[config.mk]
export PLATFORM = sky130hd
export DESIGN_NAME = pipe_hazard_ctrl
export DESIGN_NICKNAME = d
export VERILOG_FILES = /design/src/rtl/pipe_hazard_ctrl.sv
export SDC_FILE = /design/constraint.sdc
export NUM_CORES = 1
export LEC_CHECK = 0
export ABC_AREA = 1
export BUFFER_PORTS_ARGS = -buffer_cell sky130_fd_sc_hd__buf_4
export CORE_AREA = 3 3 82 84
export DETAILED_ROUTE_END_ITERATION = 10
export DIE_AREA = 0 0 85 87
export GPL_ROUTABILITY_DRIVEN = 0
export HOLD_SLACK_MARGIN = 0.08
export PLACE_DENSITY = 0.74
export SYNTH_ARGS = -nofsm -noshare
export SYNTH_HDL_FRONTEND = slang
export SYNTH_SLANG_ARGS = --single-unit
export TNS_END_PERCENT = 1
[constraint.sdc]
create_clock -name clk -period 2 [get_ports clk]
set_clock_uncertainty 0.2 [all_clocks]
set_input_delay 0.3 -clock clk [delete_from_list [all_inputs] [get_ports clk]]
set_output_delay 0.3 -clock clk [all_outputs]
set_load 0.005 [all_outputs]
[src/rtl/pipe_hazard_ctrl.sv]
// Stall/flush sequencer for the 5-stage pipeline: load-use, branch, trap/mret,
// data-memory wait handling and a watchdog that turns a hung access into a bus error.
module pipe_hazard_ctrl #(
    parameter int MEM_TIMEOUT = 16,
    parameter int CNT_W       = 32
) (
    input  logic             clk,
    input  logic             rst,
    input  logic [4:0]       rs1_addr_ID,
    input  logic [4:0]       rs2_addr_ID,
    input  logic             rs1_used_ID,
    input  logic             rs2_used_ID,
    input  logic [4:0]       rd_EX,
    input  logic             mem_r_EX,
    input  logic             branch_taken_EX,
    input  logic             mem_req_MEM,
    input  logic             mem_ready,
    input  logic             trap_MEM,
    input  logic             mret_MEM,
    output logic             pc_en,
    output logic             en_IF_ID,
    output logic             flush_IF_ID,
    output logic             en_ID_EX,
    output logic             flush_ID_EX,
    output logic             en_EX_MEM,
    output logic             flush_EX_MEM,
    output logic             en_MEM_WB,
    output logic             flush_MEM_WB,
    output logic [1:0]       pc_sel,
    output logic             bus_err,
    output logic [CNT_W-1:0] stall_cnt
);

    localparam int WD_W = $clog2(MEM_TIMEOUT) + 1;
    localparam logic [WD_W-1:0] WD_LAST = WD_W'(MEM_TIMEOUT - 1);

    typedef enum logic [1:0] {
        RUN       = 2'd0,
        MEM_WAIT  = 2'd1,
        ERR_FLUSH = 2'd2
    } state_t;

    state_t           state_r;
    state_t           state_nxt_s;
    logic [WD_W-1:0]  wd_r;
    logic [WD_W-1:0]  wd_nxt_s;
    logic [CNT_W-1:0] stall_cnt_r;
    logic             load_use_s;
    logic             run_eval_s;

    assign load_use_s = mem_r_EX && (rd_EX != 5'd0) &&
                        ((rs1_used_ID && (rs1_addr_ID == rd_EX)) ||
                         (rs2_used_ID && (rs2_addr_ID == rd_EX)));

    // A completing wait re-enters the normal RUN priority resolution in the same cycle
    assign run_eval_s = (state_r == RUN) || ((state_r == MEM_WAIT) && mem_ready);

    assign stall_cnt = stall_cnt_r;

    // Next-state, watchdog update and combinational pipeline controls
    always_comb begin
        state_nxt_s  = RUN;
        wd_nxt_s     = {WD_W{1'b0}};
        pc_en        = 1'b0;
        en_IF_ID     = 1'b0;
        flush_IF_ID  = 1'b0;
        en_ID_EX     = 1'b0;
        flush_ID_EX  = 1'b0;
        en_EX_MEM    = 1'b0;
        flush_EX_MEM = 1'b0;
        en_MEM_WB    = 1'b0;
        flush_MEM_WB = 1'b0;
        pc_sel       = 2'd0;
        bus_err      = 1'b0;
        if (!rst) begin
            state_nxt_s = RUN;
        end else if (run_eval_s) begin
            pc_en     = 1'b1;
            en_IF_ID  = 1'b1;
            en_ID_EX  = 1'b1;
            en_EX_MEM = 1'b1;
            en_MEM_WB = 1'b1;
            if (trap_MEM || mret_MEM) begin
                // MEM/WB keeps flowing; the trapping instruction is squashed downstream
                pc_sel       = trap_MEM ? 2'd2 : 2'd3;
                flush_IF_ID  = 1'b1;
                flush_ID_EX  = 1'b1;
                flush_EX_MEM = 1'b1;
            end else if (mem_req_MEM && !mem_ready) begin
                pc_en       = 1'b0;
                en_IF_ID    = 1'b0;
                en_ID_EX    = 1'b0;
                en_EX_MEM   = 1'b0;
                en_MEM_WB   = 1'b0;
                state_nxt_s = MEM_WAIT;
                wd_nxt_s    = {{(WD_W-1){1'b0}}, 1'b1};
            end else if (branch_taken_EX) begin
                pc_sel      = 2'd1;
                flush_IF_ID = 1'b1;
                flush_ID_EX = 1'b1;
            end else if (load_use_s) begin
                pc_en       = 1'b0;
                en_IF_ID    = 1'b0;
                flush_ID_EX = 1'b1;
            end else begin
                pc_sel = 2'd0;
            end
        end else if (state_r == MEM_WAIT) begin
            if (wd_r == WD_LAST) begin
                state_nxt_s = ERR_FLUSH;
                wd_nxt_s    = {WD_W{1'b0}};
            end else begin
                state_nxt_s = MEM_WAIT;
                wd_nxt_s    = wd_r + WD_W'(1);
            end
        end else if (state_r == ERR_FLUSH) begin
            pc_en        = 1'b1;
            en_IF_ID     = 1'b1;
            en_ID_EX     = 1'b1;
            en_EX_MEM    = 1'b1;
            en_MEM_WB    = 1'b1;
            flush_IF_ID  = 1'b1;
            flush_ID_EX  = 1'b1;
            flush_EX_MEM = 1'b1;
            flush_MEM_WB = 1'b1;
            pc_sel       = 2'd2;
            bus_err      = 1'b1;
        end else begin
            state_nxt_s = RUN;
        end
    end

    // State and watchdog registers
    always_ff @(posedge clk) begin
        if (!rst) begin
            state_r <= RUN;
            wd_r    <= {WD_W{1'b0}};
        end else begin
            state_r <= state_nxt_s;
            wd_r    <= wd_nxt_s;
        end
    end

    // Stall-cycle counter, wraps naturally
    always_ff @(posedge clk) begin
        if (!rst) begin
            stall_cnt_r <= {CNT_W{1'b0}};
        end else if (!pc_en) begin
            stall_cnt_r <= stall_cnt_r + CNT_W'(1);
        end else begin
            stall_cnt_r <= stall_cnt_r;
        end
    end

endmodule

== After elaboration in Yosys (flattened, before gate mapping) ==
Index checks and enable logic that the tools add are counted.

* Bits in registers: 39
* Output and inout port bits: 44
* Logic and storage cells: 68
* Bits of input ports: 25

* $add $sub $neg: 2
* Equal/unequal tests: 5
* Reduce and logical (&&, ||, !) cells: 12
* Multiplexer cells: 46

{| class="wikitable"
|+ Operators with widths
! kind !! count
|-
| $mux W1 || 35
|-
| $add A32 B1 Y32 const B || 1
|-
| $mux W2 || 8
|-
| $mux W5 || 3
|-
| $eq A5 B5 Y1 || 2
|-
| $logic_and A1 B1 Y1 || 6
|-
| $add A5 B1 Y5 const B || 1
|-
| $eq A5 B4 Y1 const B || 1
|-
| $reduce_bool A5 Y1 || 1
|-
| $logic_or A1 B1 Y1 || 3
|-
| $eq A2 B1 Y1 const B || 1
|-
| $eq A2 B2 Y1 const B || 1
|-
| $logic_not A2 Y1 || 1
|-
| $logic_not A1 Y1 || 1
|}

== Longest topological paths before layout ==
* Depth after elaboration: 10
* Gate-level depth with buffers: 12
* Depth with buffers taken out: 11

== Worst setup path after synthesis ==
No wires, ideal clock.

* Kind: reg-to-reg
* Start: reg stall_cnt_r[0] (netlist: stall_cnt[0])
* End: reg stall_cnt_r[16] (netlist: stall_cnt[16])
* Stages on the path, launching flop included: 9
* Library setup time: 0.070 ns
* Arrival time: 1.495 ns
* Required time: 1.730 ns
* Period minus slack after synthesis: 1.765 ns
* Buffers on the path: 0
* Slack: 0.235 ns
* Path through: dfxtp_1 > ha_1 > nand3_2 > inv_2 > nand3_2 > nor2_1 > xor2_1 > nand3_1 > a21oi_1

* Cells in the longest elaborated chain, start to end: 1

{| class="wikitable"
|+ RTL lines
! item !! line !! text
|-
| from (decl) || 47 || <nowiki>logic [CNT_W-1:0] stall_cnt_r;</nowiki>
|-
| from (signal assigned) || 147 || <nowiki>stall_cnt_r <= {CNT_W{1'b0}};</nowiki>
|-
| from (signal assigned) || 149 || <nowiki>stall_cnt_r <= stall_cnt_r + CNT_W'(1);</nowiki>
|-
| from (signal assigned) || 151 || <nowiki>stall_cnt_r <= stall_cnt_r;</nowiki>
|-
| $add A32 B1 Y32 || 149 ||
|}

Every way passes these cells.
A chain may end at the register's enable or synchronous reset.

== Worst setup path in the final report ==
* Start: reg state_r[0]
* End: out en_IF_ID

* Cells in the longest elaborated chain, start to end: 5
* Elaborated cells between the ends (all ways): 9
* Classes of those cells: eq/ne: 2; mux: 4; reduce/logical: 3

{| class="wikitable"
|+ RTL lines
! item !! line !! text
|-
| from (decl) || 43 || <nowiki>state_t state_r;</nowiki>
|-
| from (signal assigned) || 139 || <nowiki>state_r <= state_nxt_s;</nowiki>
|-
| $eq A2 B2 Y1 / $eq A2 B1 Y1 (equally long branches) || 116, 56, 108 ||
|-
| $mux W1 / $logic_and A1 B1 Y1 (equally long branches) || 116, 56 ||
|-
| $mux W1 / $logic_or A1 B1 Y1 (equally long branches) || 108, 56 ||
|-
| $mux W1 * || 77 || <nowiki>end else if (run_eval_s) begin</nowiki>
|-
| $mux W1 * || 75 || <nowiki>if (!rst) begin</nowiki>
|-
| to (decl) || 21 || <nowiki>output logic en_IF_ID,</nowiki>
|}

Every way passes the cells marked *; elsewhere a longest branch is shown, timed or not.

==> flow_metrics.tcl <==
set metrics [dict create \
    required_ps 1500 \
    fin_hold_ws_ps 107 \
    rsz0062_at_grt "yes" \
    diodes 0 \
    hp-start "rst" \
    cts_sinks 39 \
    path_class "reg2out" \
    met3_usage_pct 5.39 \
    powerDensity_nw_per_um2 446 \
    timing.rr.end "stall_cnt[14]$_SDFFE_PN0N_" \
    n_fill_cell 586 \
    synth_top_area_share_pct 28.7 \
    drv_cap 0 \
    reg2reg_depth 7 \
    setup_viol_count_final 0 \
    clkTransAtPathRegs_ps 70 \
    slew_viol_final 0 \
    core-area_um2 5990 \
    grt_max_degree 34 \
    min_period_ps 1940 \
    syn_area_um2 2720 \
    num_rows 28 \
    grt_util_met1_pct 23.4 \
    dpl_cell_area_um2 3320 \
    io-pin-count 69 \
    ys_types 26 \
    grt_overflow 0 \
    cp_top_family "simple AND/OR/NAND/NOR gates" \
    yosysTopAreaCell "dfxtp_1" \
    synth_fa_ha_area_share_pct 1.38 \
    synth-xor-area-share_pct 5.16 \
    worst_slack_ps 55.6 \
    fin_crit_sh_pct 97.2 \
    worstSetupEndpointType "output port" \
    io_buffers 68 \
    area_growth_pct 27.8 \
    yosysWarnings 0 \
    synth_area_leaders "dfxtp_1, nand2_1, nor2_1" \
    cts_tree "built" \
    grt_pass1_vias 2825 \
    drive_gt1_share_pct 23.1 \
    synth_mux_area_share_pct 0 \
    synthSimpleGateAreaFrac_pct 48.2 \
    cp_max_fo 9 \
    r2r_start "stall_cnt[1]$_SDFFE_PN0N_" \
    post-dp-hpwl_um 5610 \
    busiest_layer "met2" \
    synth-seq-area-share_pct 28.7 \
    die_x_um 85 \
    avgRoutedWirePerCell_um 12.0 \
    path_depth 8 \
    cp_slowest_cell "dfxtp_1" \
    drt_iter0_markers 212 \
    initial_core_util_pct 45.4 \
    fin_nets 555 \
    antenna_found_initial 0 \
    synth.avg_cell_area_um2 6.04 \
    hold_path_class "in2reg" \
    layout_commonest_cell "nand2_1" \
    peakVddDrop_v 0.000387 \
    clk_latency_ps 300 \
    grt_pass1_wl_um 12300 \
    outcome "complete, no violations" \
    synth.ff_latch_count 39 \
    fmax_mhz 514 \
    worst-path-buf-inv 3 \
    r2r_slack_ps 160 \
    slew_headroom_pct 76.9 \
    hold_depth 3 \
    critPathLaunchType "flop" \
    path_cells "inv_2 -> nand2_1 -> a21oi_2 -> inv_2 -> nor2_2 -> nand2_2 -> nand2_8 -> buf_4" \
    synth_top_family_by_area "simple AND/OR/NAND/NOR gates" \
    hold_violations 0 \
    cts_inserted_buffers 5 \
    ant_nets 0 \
    dp_slack_ps 136 \
    track_usage_pct 20.3 \
    dieArea_um2 7400 \
    drc 0 \
    slowest_delay_ps 320 \
    htree_levels 2 \
    wl_um 7210 \
    viasPerCell 4.99 \
    syn_inst 450 \
    die_h_um 87 \
    drtPass1Iterations 4 \
    tns_ps 0 \
    syn_nets 478 \
    fin_area_um2 3470 \
    hold_path_end "state_r[0]$_SDFF_PN0_" \
    final_cell_mix "nand2_1, buf_4, nor2_1" \
    cpMostUsedCell "inv_2" \
    vias 3007 \
    p_leak_nw 1.49 \
    synth_compound_area_share_pct 7.55 \
    worstMarginPinSlew_ps 346 \
    root_buffer "clkbuf_8" \
    fin_util_pct 58.0 \
    use_met2_pct 35.0 \
    worst-endpoint-arrival_ps 1440 \
    cts_buffer_depth 2 \
]
worst reg2reg max path, delay by kind of cell (launching register included):
| family | cells | cell delay (ps) |
|---|---|---|
| and+or+nand+nor | 3 | 460 |
| DFF | 1 | 400 |
| adders and majority gates | 1 | 230 |
| xor gates and xnor gates | 1 | 170 |
| buffers and inverters | 1 | 160 |
| AOI/OAI and AO/OA | 1 | 150 |
synth_stat cells (all sizes together):
cell / n
nand2: 170
nor2: 71
nand3: 41
dfxtp: 39
inv: 36
a21oi: 35
nand3b: 15
buf: 14
xor2: 12
xnor2: 4
clkbuf: 3
ha: 3
o21ai: 3
nand4: 1
nor3b: 1
nor4: 1
o31ai: 1
layer usage:
layer | share of wire, % | vias up | routed length [um]
li1 | - | 1577 | -
met1 | 42 | 1322 | 3060
met2 | 47 | 90 | 3370
met3 | 8.2 | 18 | 593
met4 | 2.5 | 0 | 183
met5 | 0 | - | 0
final cells by class:
class | count | area (um2) | share of cell area [%]
clock inverter | 1 | 5.00 | 0.144
clock buffer | 7 | 76.3 | 2.20
timing repair buffer | 87 | 668 | 19.2
multi-input combinational | 358 | 1710 | 49.4
tap | 75 | 93.8 | 2.70
sequential | 39 | 781 | 22.5
inverter | 36 | 135 | 3.89
stage by stage:
step                instances  total power, mW
detailed placement        588             1.03
global placement          588             1.02
floorplan                 450            0.933
CTS                       597             1.54
global route              603             1.62
finish                    603             1.55
how the worst max path moves through the flow:
stage / from / end / slack, ps
finish: state_r[0]$_SDFF_PN0_ / en_IF_ID / 60
global route: state_r[0]$_SDFF_PN0_ / en_EX_MEM / -50
CTS: state_r[1]$_SDFF_PP0_ / en_IF_ID / 3
detailed placement: rd_EX[1] / stall_cnt[29]$_SDFFE_PN0N_ / 140
global placement: rd_EX[1] / stall_cnt[22]$_SDFFE_PN0N_ / 160
floorplan: stall_cnt[0]$_SDFFE_PN0N_ / stall_cnt[16]$_SDFFE_PN0N_ / 230
flip-flops by register name, summed over array words and instances, names as in the netlist:
register / cells
stall_cnt: 32
wd_r: 5
state_r: 2
timing repair:
action,CTS,global route
setup endpoints to repair,0,6
hold buffers,1,0
endpoints found under the hold margin,1,0
buffers inserted,0,6
gates resized for setup,0,4
report_power, final:
| group | switching, mW | total, mW | internal (mW) |
|---|---|---|---|
| registers | 0.00380 | 0.784 | 0.780 |
| clock network | 0.275 | 0.519 | 0.245 |
| logic | 0.133 | 0.246 | 0.113 |
| total | 0.412 | 1.55 | 1.14 |
kinds of logic after synthesis:
group | after synthesis
flops | 39
compound gates | 39
xor+xnor | 16
simple gates | 300
fa+ha+maj | 3
buf+inv | 53
No activity file was read; power rests on OpenSTA's default activity.
